$ cat config.mk
export PLATFORM = sky130hd
export DESIGN_NAME = adder_8_err_monitor_flat
export DESIGN_NICKNAME = d
export VERILOG_FILES = /design/src/rtl/adder_8_err_monitor_if.sv /design/src/rtl/adder_8_err_monitor.sv /design/src/flat_wrapper.sv
export SDC_FILE = /design/constraint.sdc
export NUM_CORES = 1
export LEC_CHECK = 0
export ABC_AREA = 1
export CORE_MARGIN = 5
export CORE_UTILIZATION = 35
export CTS_BUF_LIST = sky130_fd_sc_hd__clkbuf_8
export CTS_CLUSTER_SIZE = 14
export DETAILED_ROUTE_END_ITERATION = 8
export PLACE_DENSITY = 0.52
export SKIP_LAST_GASP = 1
export SLEW_MARGIN = 20
export SYNTH_ARGS = -nofsm -noshare
export SYNTH_HDL_FRONTEND = slang
export SYNTH_SLANG_ARGS = --single-unit
$ cat constraint.sdc
create_clock -name clk -period 4.6 [get_ports clk]
set_input_delay 0.92 -clock clk [delete_from_list [all_inputs] [get_ports clk]]
set_output_delay 0.92 -clock clk [all_outputs]
set_load 0.1 [all_outputs]
$ cat src/rtl/adder_8_err_monitor_if.sv
// adder_8_err_monitor_if: sample input and report output bundle for adder_8_err_monitor
// Max-error report signals exist only when ADDER8_MON_MAXERR_EN is defined.
interface adder_8_err_monitor_if #(parameter int CNT_W = 16);
    logic in_valid;
    logic in_ready;
    logic [6:0] pi;
    logic [3:0] po_apx;
    logic [3:0] po_ref;
    logic rep_valid;
    logic rep_ready;
    logic [CNT_W-1:0] rep_err_cnt;
    logic [CNT_W+3:0] rep_abs_sum;
    logic [CNT_W+2:0] rep_ham_sum;
`ifdef ADDER8_MON_MAXERR_EN
    logic [3:0] rep_max_err;
    logic [6:0] rep_max_pi;
    modport master(output in_valid, pi, po_apx, po_ref, rep_ready,
                   input in_ready, rep_valid, rep_err_cnt, rep_abs_sum, rep_ham_sum, rep_max_err, rep_max_pi);
    modport slave(input in_valid, pi, po_apx, po_ref, rep_ready,
                  output in_ready, rep_valid, rep_err_cnt, rep_abs_sum, rep_ham_sum, rep_max_err, rep_max_pi);
`else
    modport master(output in_valid, pi, po_apx, po_ref, rep_ready,
                   input in_ready, rep_valid, rep_err_cnt, rep_abs_sum, rep_ham_sum);
    modport slave(input in_valid, pi, po_apx, po_ref, rep_ready,
                  output in_ready, rep_valid, rep_err_cnt, rep_abs_sum, rep_ham_sum);
`endif
endinterface

$ cat src/rtl/adder_8_err_monitor.sv
// adder_8_err_monitor: windowed error statistics of approximate vs exact adder_8 results
// Define ADDER8_MON_MAXERR_EN to also report the window's max error and its operand vector.
module adder_8_err_monitor #(
    parameter int WINDOW = 128,
    parameter int CNT_W = 16
) (
    input logic clk,
    input logic rst,
    input logic en,
    input logic clr,
    adder_8_err_monitor_if.slave m
);
    localparam int AW = CNT_W + 4;
    localparam int HW = CNT_W + 3;
    typedef enum logic [1:0] {IDLE, ACCUM, REPORT} state_t;
    state_t state, state_nxt;
    logic [CNT_W-1:0] sample_cnt, err_cnt, err_nxt;
    logic [AW-1:0] abs_sum, abs_nxt;
    logic [HW-1:0] ham_sum, ham_nxt;
    logic [3:0] x, diff;
    logic acc, last;
    assign m.in_ready = state == ACCUM && !clr;
    assign m.rep_valid = state == REPORT;
    always_comb begin
        x = m.po_apx ^ m.po_ref;
        diff = m.po_apx >= m.po_ref ? m.po_apx - m.po_ref : m.po_ref - m.po_apx;
        acc = m.in_valid && state == ACCUM && !clr;
        last = sample_cnt == CNT_W'(WINDOW - 1);
        err_nxt = err_cnt + CNT_W'(x != 4'd0);
        abs_nxt = abs_sum + AW'(diff);
        ham_nxt = ham_sum + HW'(x[0]) + HW'(x[1]) + HW'(x[2]) + HW'(x[3]);
    end
    // clr outranks both a sample and a report handshake
    always_comb begin
        state_nxt = state;
        if (clr || state == IDLE) state_nxt = en ? ACCUM : IDLE;
        else if (state == ACCUM) state_nxt = (acc && last) ? REPORT : (en ? ACCUM : IDLE);
        else if (m.rep_ready) state_nxt = en ? ACCUM : IDLE;
    end
    always_ff @(posedge clk or posedge rst) begin
        if (rst) state <= IDLE;
        else state <= state_nxt;
    end
    always_ff @(posedge clk or posedge rst) begin
        if (rst) begin
            sample_cnt <= '0;
            err_cnt <= '0;
            abs_sum <= '0;
            ham_sum <= '0;
            m.rep_err_cnt <= '0;
            m.rep_abs_sum <= '0;
            m.rep_ham_sum <= '0;
        end else begin
            if (clr || (acc && last)) begin
                sample_cnt <= '0;
                err_cnt <= '0;
                abs_sum <= '0;
                ham_sum <= '0;
            end else if (acc) begin
                sample_cnt <= sample_cnt + CNT_W'(1);
                err_cnt <= err_nxt;
                abs_sum <= abs_nxt;
                ham_sum <= ham_nxt;
            end
            if (acc && last) begin
                m.rep_err_cnt <= err_nxt;
                m.rep_abs_sum <= abs_nxt;
                m.rep_ham_sum <= ham_nxt;
            end
        end
    end
`ifdef ADDER8_MON_MAXERR_EN
    logic [3:0] max_err;
    logic [6:0] max_pi;
    logic take;
    // first sample of a window always seeds the max; later ties keep the earlier pi
    assign take = sample_cnt == '0 || diff > max_err;
    always_ff @(posedge clk or posedge rst) begin
        if (rst) begin
            max_err <= '0;
            max_pi <= '0;
            m.rep_max_err <= '0;
            m.rep_max_pi <= '0;
        end else begin
            if (clr || (acc && last)) begin
                max_err <= '0;
                max_pi <= '0;
            end else if (acc && take) begin
                max_err <= diff;
                max_pi <= m.pi;
            end
            if (acc && last) begin
                m.rep_max_err <= take ? diff : max_err;
                m.rep_max_pi <= take ? m.pi : max_pi;
            end
        end
    end
`else
    logic unused_pi;
    assign unused_pi = ^m.pi;
`endif
endmodule

$ cat src/flat_wrapper.sv
// flat-port wrapper written by rule: the top's interface ports become plain ports
module adder_8_err_monitor_flat 
#(
    parameter int WINDOW = 128,
    parameter int CNT_W = 16
)
  (clk, rst, en, clr, m_in_valid, m_pi, m_po_apx, m_po_ref, m_rep_ready, m_in_ready, m_rep_valid, m_rep_err_cnt, m_rep_abs_sum, m_rep_ham_sum);
  adder_8_err_monitor_if #(.CNT_W(CNT_W)) m_i ();
  input logic clk;
  input logic rst;
  input logic en;
  input logic clr;
  input wire logic [$bits(m_i.in_valid)-1:0] m_in_valid;
  input wire logic [$bits(m_i.pi)-1:0] m_pi;
  input wire logic [$bits(m_i.po_apx)-1:0] m_po_apx;
  input wire logic [$bits(m_i.po_ref)-1:0] m_po_ref;
  input wire logic [$bits(m_i.rep_ready)-1:0] m_rep_ready;
  output wire logic [$bits(m_i.in_ready)-1:0] m_in_ready;
  output wire logic [$bits(m_i.rep_valid)-1:0] m_rep_valid;
  output wire logic [$bits(m_i.rep_err_cnt)-1:0] m_rep_err_cnt;
  output wire logic [$bits(m_i.rep_abs_sum)-1:0] m_rep_abs_sum;
  output wire logic [$bits(m_i.rep_ham_sum)-1:0] m_rep_ham_sum;
  assign m_i.in_valid = m_in_valid;
  assign m_i.pi = m_pi;
  assign m_i.po_apx = m_po_apx;
  assign m_i.po_ref = m_po_ref;
  assign m_i.rep_ready = m_rep_ready;
  assign m_in_ready = m_i.in_ready;
  assign m_rep_valid = m_i.rep_valid;
  assign m_rep_err_cnt = m_i.rep_err_cnt;
  assign m_rep_abs_sum = m_i.rep_abs_sum;
  assign m_rep_ham_sum = m_i.rep_ham_sum;
  adder_8_err_monitor #(.WINDOW(WINDOW), .CNT_W(CNT_W)) u_core (.clk(clk), .rst(rst), .en(en), .clr(clr), .m(m_i));
endmodule
==> reports/summary.txt <==
post-route ant nets = 0
PD cells = 284 nW/um^2
Reg2Reg Capture Point = u_core.sample_cnt[14]$_DFFE_PP0P_
CTS tree = yes
CP arrival = 4210 ps
Root Buffer = clkbuf_8
fin. max-slew vios = 0
end point of the critical path = u_core.ham_sum[16]$_DFFE_PP0P_
cell count of the worst reg-to-reg path = 9
largest net degree at the start of global routing = 79
nets = 1043
leakage power = 4.10 nW
synthesized area = 6960 um^2
fin crit period = 3890 ps
ranking of synthesized cells by area = dfrtp_1, nand2_1, xor2_1
share of total power in sequential cells = 0.491
cell area after layout = 8280 um^2
post-DR vias/cell = 4.55
Hold Path Class = reg -> reg
mean area per synthesized cell = 7.47 um^2
Syn Inst Count = 932
Worst-Skew Late Latency = 450 ps
startpoint types = input port
clock group share of total power = 0.415
R2R Setup Slk = 2070 ps
sw power = 618 uW
Yosys top cell area share = 0.460
Core Region = 19500 um^2
Max FO, Critical Path = 5
Multi-input gate area = 3300 um^2
Max IR drop VDD = 0.185 mV
WP data required = 4920 ps
n_diodes = 0
number of antenna violations at the first check in global routing = 0
# setup viols final = 0
Register Area = 3200 um^2
wirelength, routed = 16900 um
Post-synth EDFFs = 0
largest area contributor in the netlist = dfrtp_1
total power = 2.35 mW
post-synthesis cell type count = 31
WS Path Type = in -> reg
Sink Count = 128
share of cells above drive strength 1 = 0.0504
Area growth, synth to finish = 19.0%
Fin Setup TNS = 0 ps
site row count = 51
Slew headroom = 0.342
worst slew pin tran = 985 ps
vias in the first global route = 5804
Synth Flop Type = dfrtp_1
Tcrit/Tclk final = 0.845
MaxCap Viol Count = 0
placed cell area = 7890 um^2
Post-synth top cells = nand2_1, dfrtp_1, inv_1
Final Hold Vio Count = 0
clock buffer depth = 2
GP Congestion = 0.818
I/O Buffers = 70
Logic pwr share = 0.094
Global Route Usage Sum = 0.160
DRT iter0 DRCs = 260
Die Area = 22800 um^2
WL/cell = 13.2 um
number of synthesis warnings = 0
Fillers = 2059
P_int = 1.74 mW
reg-to-reg startpoint = u_core.sample_cnt[0]$_DFFE_PP0P_
Overflow after GRT = 0
DP HPWL = 11300 um
Async SR Flop Fraction = 1.00
CTS clk-pin slew, worst paths = 80 ps
outcome = finished clean
dpl cells = 1246
io pins = 78
via count = 5811
first-pass GRT wire length = 28900 um
switch share = 0.262
Die Wd = 151 um
synthesis-stage register bit count = 128
RSZ-0062 raised after global routing = no
CP Capture Type = flop
first-pass iteration count of the detailed router = 4
post-cts resize count = 0
die height = 151 um
Critical Path Source = m_po_ref[1]
Max Fclk = 0.257 GHz
CTS buffer count = 17
final setup skew = 14.6 ps
hold_buf cts = 0
Post-CTS Setup Inserts = 0
Post-Syn Nets = 975
# DRC = 0
Final Non-Filler Cells = 1277
most frequent cell after synthesis = nand2_1
sequential share of the synthesized area = 0.460
H-tree depth = 4
Starting Density = 0.356
==> critical path, stage by stage <==
cell	delay, ps
clkdlybuf4s50_1	530
inv_1	100
ha_1	380
fa_1	550
inv_1	60
fa_1	440
fa_1	460
nand3_1	180
inv_1	80
nand2_1	120
nor2_1	80
xor2_1	150
nand2_1	60
o21ai_0	90
==> cells by family after synthesis <==
family                     after synthesis  synth area share
and+or+nand+nor                        587             0.342
DFF                                    128             0.460
buffers and inverters                  108            0.0662
AOI/OAI and AO/OA                       48            0.0360
xor gates and xnor gates                39            0.0491
adders and majority gates               22            0.0460
==> worst min path at each step <==
| stage | startpoint | endpoint | slack (ps) | cells after the start |
|---|---|---|---|---|
| 2_1_floorplan | u_core.abs_sum[0]$_DFFE_PP0P_ | u_core.abs_sum[0]$_DFFE_PP0P_ | 460 | 2 |
| 3_3_place_gp | u_core.m.rep_err_cnt[7]$_DFFE_PP0P_ | u_core.m.rep_err_cnt[7]$_DFFE_PP0P_ | 460 | 2 |
| 3_5_place_dp | u_core.m.rep_ham_sum[0]$_DFFE_PP0P_ | u_core.m.rep_ham_sum[0]$_DFFE_PP0P_ | 470 | 2 |
| 4_1_cts | u_core.m.rep_ham_sum[0]$_DFFE_PP0P_ | u_core.m.rep_ham_sum[0]$_DFFE_PP0P_ | 480 | 2 |
| 5_1_grt | u_core.m.rep_ham_sum[0]$_DFFE_PP0P_ | u_core.m.rep_ham_sum[0]$_DFFE_PP0P_ | 500 | 2 |
| 6_report | u_core.m.rep_ham_sum[0]$_DFFE_PP0P_ | u_core.m.rep_ham_sum[0]$_DFFE_PP0P_ | 480 | 2 |
==> sequential cells by signal, indices dropped and copies added (netlist names) <==
signal and cells:
u_core.m.rep_err_cnt 16, u_core.state 2, u_core.m.rep_abs_sum 20, u_core.ham_sum 19
u_core.abs_sum 20, u_core.sample_cnt 16, u_core.m.rep_ham_sum 19, u_core.err_cnt 16
==> power groups by stage <==
stage	sequential [mW]	combinational (mW)	clock, mW
finish	1.16	0.221	0.978
global route	1.16	0.255	1.06
CTS	1.16	0.226	1.01
detailed placement	1.18	0.225	0
global placement	1.18	0.223	0
floorplan	1.18	0.155	0
==> cell usage in the layout, fill, tap and decap left out <==
| cell type | Yosys | final |
|---|---|---|
| nand2_1 | 422 | 422 |
| dfrtp_1 | 128 | 128 |
| inv_1 | 77 | 79 |
| nor2_1 | 73 | 73 |
| clkdlybuf4s50_1 | 0 | 69 |
| nand3_1 | 57 | 57 |
| xor2_1 | 35 | 35 |
| o21ai_0 | 31 | 31 |
| clkbuf_8 | 0 | 17 |
| ha_1 | 16 | 16 |
| a21oi_1 | 13 | 13 |
| nor3_1 | 11 | 11 |
| nand4_1 | 8 | 8 |
| inv_2 | 6 | 6 |
| fa_1 | 6 | 6 |
| nand3b_1 | 5 | 5 |
| xnor2_1 | 4 | 4 |
| clkinv_2 | 0 | 4 |
| buf_4 | 7 | 4 |
| bufinv_16 | 0 | 3 |
| clkinvlp_4 | 0 | 3 |
| nor3_2 | 2 | 2 |
| nand2_2 | 2 | 2 |
| a21oi_4 | 0 | 1 |
| nor2_2 | 1 | 1 |
| nand3_4 | 1 | 1 |
| nor3b_1 | 1 | 1 |
| or2_4 | 1 | 1 |
| nor2_4 | 1 | 1 |
| or2_2 | 1 | 1 |
| a21oi_2 | 2 | 1 |
| a21o_1 | 1 | 1 |
| inv_4 | 0 | 1 |
| nor4_1 | 1 | 1 |
| o21ai_1 | 1 | 1 |
| clkinv_4 | 0 | 1 |
| buf_12 | 0 | 1 |
==> cell type report <==
class,count,area share
Sequential cell,128,0.387
Inverter,83,0.0379
Clock buffer,17,0.0283
Tap cell,265,0.0401
Timing Repair Buffer,74,0.0895
Multi-Input combinational cell,696,0.399
Clock inverter,14,0.0184
==> routing by layer <==
layer	GRT usage	vias up	routed length [um]	share of wire
met1	0.222	2695	8490	0.50
met2	0.254	77	7630	0.45
met4	0.0499	0	231	0.014
met3	0.0314	17	535	0.032
met5	0	-	0	0
li1	-	3022	-	-
==> through the flow <==
step,utilization,hold slack [ps],setup WS [ps]
finish,0.424,477,713
global route,0.424,502,489
CTS,0.424,484,694
detailed placement,0.404,465,204
global placement,0.404,465,224
floorplan,-,455,267
No activity file was read; power rests on OpenSTA's default activity.
